File: config.mk
export PLATFORM = sky130hd
export DESIGN_NAME = mips_multicycle_control
export DESIGN_NICKNAME = d
export VERILOG_FILES = /design/src/rtl/mips_multicycle_control.sv
export SDC_FILE = /design/constraint.sdc
export NUM_CORES = 1
export LEC_CHECK = 0
export BUFFER_PORTS_ARGS = -buffer_cell sky130_fd_sc_hd__buf_2
export CORE_MARGIN = 4
export CORE_UTILIZATION = 25
export CTS_CLUSTER_SIZE = 10
export DETAILED_ROUTE_END_ITERATION = 7
export GPL_ROUTABILITY_DRIVEN = 1
export SLEW_MARGIN = 10
export SYNTH_ARGS = -nofsm -noshare
export SYNTH_HDL_FRONTEND = slang
export SYNTH_SLANG_ARGS = --single-unit
export TNS_END_PERCENT = 5
File: constraint.sdc
create_clock -name clk -period 1.75 [get_ports clk]
set_input_delay 0.2625 -clock clk [delete_from_list [all_inputs] [get_ports clk]]
set_output_delay 0.2625 -clock clk [all_outputs]
set_load 0.02 [all_outputs]
File: src/rtl/mips_multicycle_control.sv
// Main control FSM for the multicycle MIPS datapath (fetch/decode/execute/mem/writeback).
// Define MC_ADDI_EN to include the addi execute/writeback states; otherwise addi traps to HALT.
module mips_multicycle_control #(
    parameter int STATE_W = 4
) (
    input  logic               clk,
    input  logic               reset,
    input  logic [5:0]         opcode,
    input  logic               mem_ready,
    output logic               pc_write,
    output logic               pc_write_cond,
    output logic               i_or_d,
    output logic               mem_read,
    output logic               mem_write,
    output logic               ir_write,
    output logic               mem_to_reg,
    output logic               reg_dst,
    output logic               reg_write,
    output logic               alu_src_a,
    output logic [1:0]         alu_src_b,
    output logic [1:0]         alu_op,
    output logic [1:0]         pc_source,
    output logic               illegal_op,
    output logic [STATE_W-1:0] state
);

    localparam logic [5:0] OP_RTYPE = 6'b000000;
    localparam logic [5:0] OP_LW    = 6'b100011;
    localparam logic [5:0] OP_SW    = 6'b101011;
    localparam logic [5:0] OP_BEQ   = 6'b000100;
    localparam logic [5:0] OP_J     = 6'b000010;
`ifdef MC_ADDI_EN
    localparam logic [5:0] OP_ADDI  = 6'b001000;
`endif

    typedef enum logic [STATE_W-1:0] {
        IDLE       = STATE_W'(0),
        FETCH      = STATE_W'(1),
        DECODE     = STATE_W'(2),
        MEM_ADDR   = STATE_W'(3),
        MEM_READ   = STATE_W'(4),
        MEM_WB     = STATE_W'(5),
        MEM_WRITE  = STATE_W'(6),
        RTYPE_EXEC = STATE_W'(7),
        RTYPE_WB   = STATE_W'(8),
        BEQ        = STATE_W'(9),
        JUMP       = STATE_W'(10),
`ifdef MC_ADDI_EN
        ADDI_EXEC  = STATE_W'(11),
        ADDI_WB    = STATE_W'(12),
`endif
        HALT       = STATE_W'(13)
    } state_t;

    state_t state_q;
    state_t state_d;

    always_ff @(posedge clk or posedge reset) begin
        if (reset) begin
            state_q <= IDLE;
        end else begin
            state_q <= state_d;
        end
    end

    assign state = state_q;

    // Outputs are a function of the current state only, except the fetch-time
    // IR/PC loads which are qualified by mem_ready so a stalled fetch updates nothing.
    always_comb begin
        state_d       = state_q;
        pc_write      = 1'b0;
        pc_write_cond = 1'b0;
        i_or_d        = 1'b0;
        mem_read      = 1'b0;
        mem_write     = 1'b0;
        ir_write      = 1'b0;
        mem_to_reg    = 1'b0;
        reg_dst       = 1'b0;
        reg_write     = 1'b0;
        alu_src_a     = 1'b0;
        alu_src_b     = 2'b00;
        alu_op        = 2'b00;
        pc_source     = 2'b00;
        illegal_op    = 1'b0;

        case (state_q)
            IDLE: begin
                state_d = FETCH;
            end
            FETCH: begin
                mem_read  = 1'b1;
                alu_src_b = 2'b01;
                ir_write  = mem_ready;
                pc_write  = mem_ready;
                if (mem_ready) begin
                    state_d = DECODE;
                end
            end
            DECODE: begin
                alu_src_b = 2'b11;
                case (opcode)
                    OP_RTYPE:     state_d = RTYPE_EXEC;
                    OP_LW, OP_SW: state_d = MEM_ADDR;
                    OP_BEQ:       state_d = BEQ;
                    OP_J:         state_d = JUMP;
`ifdef MC_ADDI_EN
                    OP_ADDI:      state_d = ADDI_EXEC;
`endif
                    default:      state_d = HALT;
                endcase
            end
            MEM_ADDR: begin
                alu_src_a = 1'b1;
                alu_src_b = 2'b10;
                // Opcode is re-sampled here; anything but lw/sw at this point is trapped.
                if (opcode == OP_SW) begin
                    state_d = MEM_WRITE;
                end else if (opcode == OP_LW) begin
                    state_d = MEM_READ;
                end else begin
                    state_d = HALT;
                end
            end
            MEM_READ: begin
                mem_read = 1'b1;
                i_or_d   = 1'b1;
                if (mem_ready) begin
                    state_d = MEM_WB;
                end
            end
            MEM_WB: begin
                reg_write  = 1'b1;
                mem_to_reg = 1'b1;
                state_d    = FETCH;
            end
            MEM_WRITE: begin
                mem_write = 1'b1;
                i_or_d    = 1'b1;
                if (mem_ready) begin
                    state_d = FETCH;
                end
            end
            RTYPE_EXEC: begin
                alu_src_a = 1'b1;
                alu_op    = 2'b10;
                state_d   = RTYPE_WB;
            end
            RTYPE_WB: begin
                reg_write = 1'b1;
                reg_dst   = 1'b1;
                state_d   = FETCH;
            end
            BEQ: begin
                alu_src_a     = 1'b1;
                alu_op        = 2'b01;
                pc_write_cond = 1'b1;
                pc_source     = 2'b01;
                state_d       = FETCH;
            end
            JUMP: begin
                pc_write  = 1'b1;
                pc_source = 2'b10;
                state_d   = FETCH;
            end
`ifdef MC_ADDI_EN
            ADDI_EXEC: begin
                alu_src_a = 1'b1;
                alu_src_b = 2'b10;
                state_d   = ADDI_WB;
            end
            ADDI_WB: begin
                reg_write = 1'b1;
                state_d   = FETCH;
            end
`endif
            HALT: begin
                illegal_op = 1'b1;
                state_d    = HALT;
            end
            default: begin
                state_d = HALT;
            end
        endcase
    end

endmodule

# == After elaboration in Yosys (flattened, before gate mapping) ==
# Cells that the tools add are included.
# op_classes
eq_ne,18
n_mux,21
reduce_logical,9
# ops
cell,n
4-bit one-hot mux with 7 select lines,1
4-bit 2-to-1 mux,5
4-bit by 3-bit equality test with 1-bit output (second input constant),4
4-bit equality test (second input constant),4
4-bit one-hot mux with 4 select lines,1
6-bit equality test (second input constant),2
1-bit 2-to-1 mux,10
4-bit by 2-bit equality test with 1-bit output (second input constant),2
2-bit one-hot mux with 2 select lines,2
2-bit OR reduction,4
6-bit by 2-bit equality test with 1-bit output (second input constant),1
6-bit by 3-bit equality test with 1-bit output (second input constant),1
6-bit zero test,1
2-bit != test (second input constant),3
2-bit one-hot mux with 3 select lines,1
5-bit OR reduction,1
4-bit by 1-bit equality test with 1-bit output (second input constant),1
4-bit zero test,1
3-bit AND reduction,1
3-bit OR reduction,1
1-bit one-hot mux with 2 select lines,1
# totals
regBits,4
in_bits,9
output_inout_bits,21

# == Depth between registers and ports, before layout ==
# depth
depth_word,4
mapped_depth,5
ltp_nobuf,4

# == Worst setup path before layout ==
# OpenSTA, ideal clock, no wires.
# synth_path
path_kind,flip-flop to output port
from,register state_q[0] (netlist: state[0])
to,output alu_op[0]
t_arrival_ns,1.689
required_time_ns,1.487
slack_ns,-0.201
path_stages_with_launch,6
cell_sequence,dfrtp_1 -> buf_6 -> buf_2 -> nand2_1 -> nor3_1 -> buf_4
# synth_between
elab_chain_len,2
elab_cells_between_ends,3
cone_classes,eq/ne (2); mux (1)
# synth_lines
element,line,text
from (decl),55,state_t state_q;
from (signal assigned),62,state_q <= state_d;
4-bit equality test or 4-bit by 3-bit equality test with 1-bit output (tied branches),87,case (state_q)
2-bit one-hot mux with 2 select lines (*),87,
to (decl),21,"output logic [1:0] alu_op,"
# Mark *: on every way between the ends. The rest lies on a longest branch, timed or not.

# == Worst setup path after layout ==
# layout_path
from,register state_q[0] (netlist: state[0])
to,output reg_write
# layout_between
elab_chain_len,3
elab_cells_between_ends,4
cone_classes,eq/ne (2); mux (1); reduce/logical (1)
# layout_lines
element,line,text
4-bit equality test or 4-bit by 3-bit equality test with 1-bit output (tied branches),87,
2-bit OR reduction (no source line) (*),n/a,
1-bit 2-to-1 mux (*),87,
to (decl),18,"output logic reg_write,"
# Marks and branches as above.

==> out/metrics.cfg <==
[floorplan]
die_w_um=54.3
die_h_um=54.3
start_util_pct=26.8
num_rows=16
fp.coreArea_um2=2000
fp.dieArea_um2=2950
num_io_pins=30

[setup_path]
path_max_fanout=8
cp.required_ps=1490
cp-end-kind=output port
cp-startpoint=state[0]
reg2reg_depth=4
start_kind=register
critical_path_class=reg -> out
r2r-start=state[0]
critPathArrivalTime_ps=1410

[finish]
layout_commonest_cell=buf_2
nets=109
n_antenna_cell=0
nFillCells=228
drive_gt1_share_pct=49.0
area_growth_pct=36.7
largest_register_ffs=4
layout_common_cells=buf_2, nor2_1, nor3_2, nor2b_1

[pwr]
pwr-share-comb_pct=73.9
cellPowerDensity_nw_per_um2=1760
p_leak_nw=0.362
sw_frac_of_total_pct=53.9
p_int_w=0.000594
seqPwrFrac_pct=17.5
ir_drop_v=0.000559
clockPowerShare_pct=8.6
switchingPower_w=0.000693

[clock_network]
clockBufferDepth=2
clkTransAtPathRegs_ps=40
tritoncts=done
numCtsBuffers=3
cts-root-buf=clkbuf_4
clock_latency_ps=230
htree_levels=1
cts_sinks=4

[sta]
period_needed_ps=1670
slew_headroom_pct=83.8
finalHoldViolations=0
setup_tns_ps=0
finalMaxSlewViolations=0
fin_hold_ws_ps=340
period_share_pct=95.3
clock.fmax_ghz=0.600
setup_ws_ps=82.3
rsz0062_at_grt=false
tightest_slew_ps=240
skew_ps=2.59
setup_viol=0

[synthesis]
syn-cell-area_um2=536
synth_warnings=0
syn_area_per_cell_um2=7.76
synth_area_leader_cell=dfrtp_1
synth_cell_types=36
ys_seq_elements=4
yosysSeqAreaShare_pct=18.7
syn_inst=69
syn_nets=78
synth_area_leaders=dfrtp_1, nor3_2, nor2_1
synth_top_area_share_pct=18.7

[status]
outcome=completed

[global_route]
antenna_found_initial=0
grt_pass1_vias=532
grt_max_degree=15
track_usage_pct=10.2
grt_first_pass_wirelength_um=2230
grt-ovfl-total=0

[detailed_routing]
drt_wl_total_um=1380
drtIter0Drc=7
ant_nets=0
drc=0
wl_per_cell_um=11.1
vias_per_cell=4.61
dr.pass1.iters=4
via_count=576

[placed_design]
routabilityCongestion=0.751
io_buffer_count=29
place_ws_ps=295
hpwlAfterDp_um=1120

[worst_hold_path]
min-delay-start=opcode[3]
min_path_cells=3
hp-class=in -> reg

[flow_run]
drv_cap=0

==> cells by family (layout without fill, tap and decap cells) <==
family                 after synthesis  after routing  share of synthesized area, %
AO/OA/AOI/OAI                       14             14                          17.1
XOR/XNOR                             3              3                          4.91
buffers and inverters               10             39                          12.1
flip-flops                           4              4                          18.7
multiplexers                         1              1                          1.87
AND/OR/NAND/NOR                     37             37                          45.3
==> metrics by stage <==
| stage | area, um2 | total power, W | std cells | utilization (%) |
|---|---|---|---|---|
| detailed placement | 692 | 0.00116 | 121 | 34.6 |
| global placement | 692 | 0.00116 | 121 | 34.6 |
| finish | 732 | 0.00129 | 125 | 36.6 |
| CTS | 724 | 0.00128 | 125 | 36.2 |
| global route | 732 | 0.00142 | 125 | 36.6 |
| floorplan | 541 | 0.000926 | 69 | - |
==> Yosys cell counts <==
| library cell | number |
|---|---|
| nor4b_2 | 1 |
| dfrtp_1 | 4 |
| a31oi_1 | 3 |
| or2b_1 | 1 |
| nor3b_1 | 1 |
| xor2_1 | 1 |
| buf_2 | 4 |
| inv_1 | 2 |
| nor3_2 | 4 |
| nand4_1 | 1 |
| a2bb2oi_1 | 1 |
| nand2_1 | 2 |
| nand2b_4 | 1 |
| a22o_1 | 1 |
| a21oi_1 | 2 |
| or2_1 | 2 |
| buf_6 | 2 |
| buf_4 | 2 |
| and2_1 | 1 |
| nor4_1 | 1 |
| o21ai_1 | 1 |
| nand2b_1 | 2 |
| a211o_1 | 1 |
| nand3_2 | 1 |
| o21bai_1 | 1 |
| o22ai_1 | 1 |
| nor3_1 | 4 |
| o21ai_0 | 2 |
| and3_1 | 2 |
| nor2_1 | 7 |
| mux2i_1 | 1 |
| a211oi_1 | 1 |
| xnor2_1 | 2 |
| nand2_2 | 1 |
| nand3b_1 | 1 |
| nor2b_1 | 4 |
==> metal layers <==
metal  up-vias  global-route usage, %  wire length, um  share of wire [%]
met1       252                   13.7              614                 44
met2        22                   15.5              653                 47
met3         0                   1.36              114                8.2
met5         -                      0                0                  0
met4         0                   5.81                0                  0
li1        302                      -                -                  -
==> path summary, 6_finish.rpt <==
path	slack [ps]	end
setup / recovery	80	reg_write
hold reg to reg	700	state[1]
hold / removal	340	state[1]
max in group asynchronous	1140	state[3]
setup reg to reg	480	state[3]
min in group asynchronous	450	state[1]
==> what timing repair did <==
item	4_1_cts	5_1_grt
gates resized for setup	0	4
buffers inserted	0	0
endpoints found under the hold margin	4	0
hold buffers	1	0
endpoints found under the setup margin	0	6
==> final cells by class <==
cell class	instances	area, um2	share of cell area [%]
repair buffers	34	189	25.8
inverters	2	7.51	1.03
well taps	27	33.8	4.62
multi-input cells	55	375	51.3
flip-flops and latches	4	104	14.2
clock buffers	3	22.5	3.08
==> critical path, stage by stage (launching register included) <==
cell and delay, ps:
dfrtp_2 450, nor2b_1 160, and3_1 190, or2_1 210
buf_2 150
==> power by group through the flow <==
stage / Sequential (W) / Combinational, W / Clock (W)
after floorplan: 0.000219 / 0.000707 / 0
after global placement: 0.000217 / 0.000944 / 0
after detailed placement: 0.000219 / 0.000945 / 0
after global routing: 0.000241 / 0.00105 / 0.000121
after CTS: 0.000218 / 0.000949 / 0.000115
final: 0.000225 / 0.000951 / 0.000111
Power figures use the tool's default switching activity.
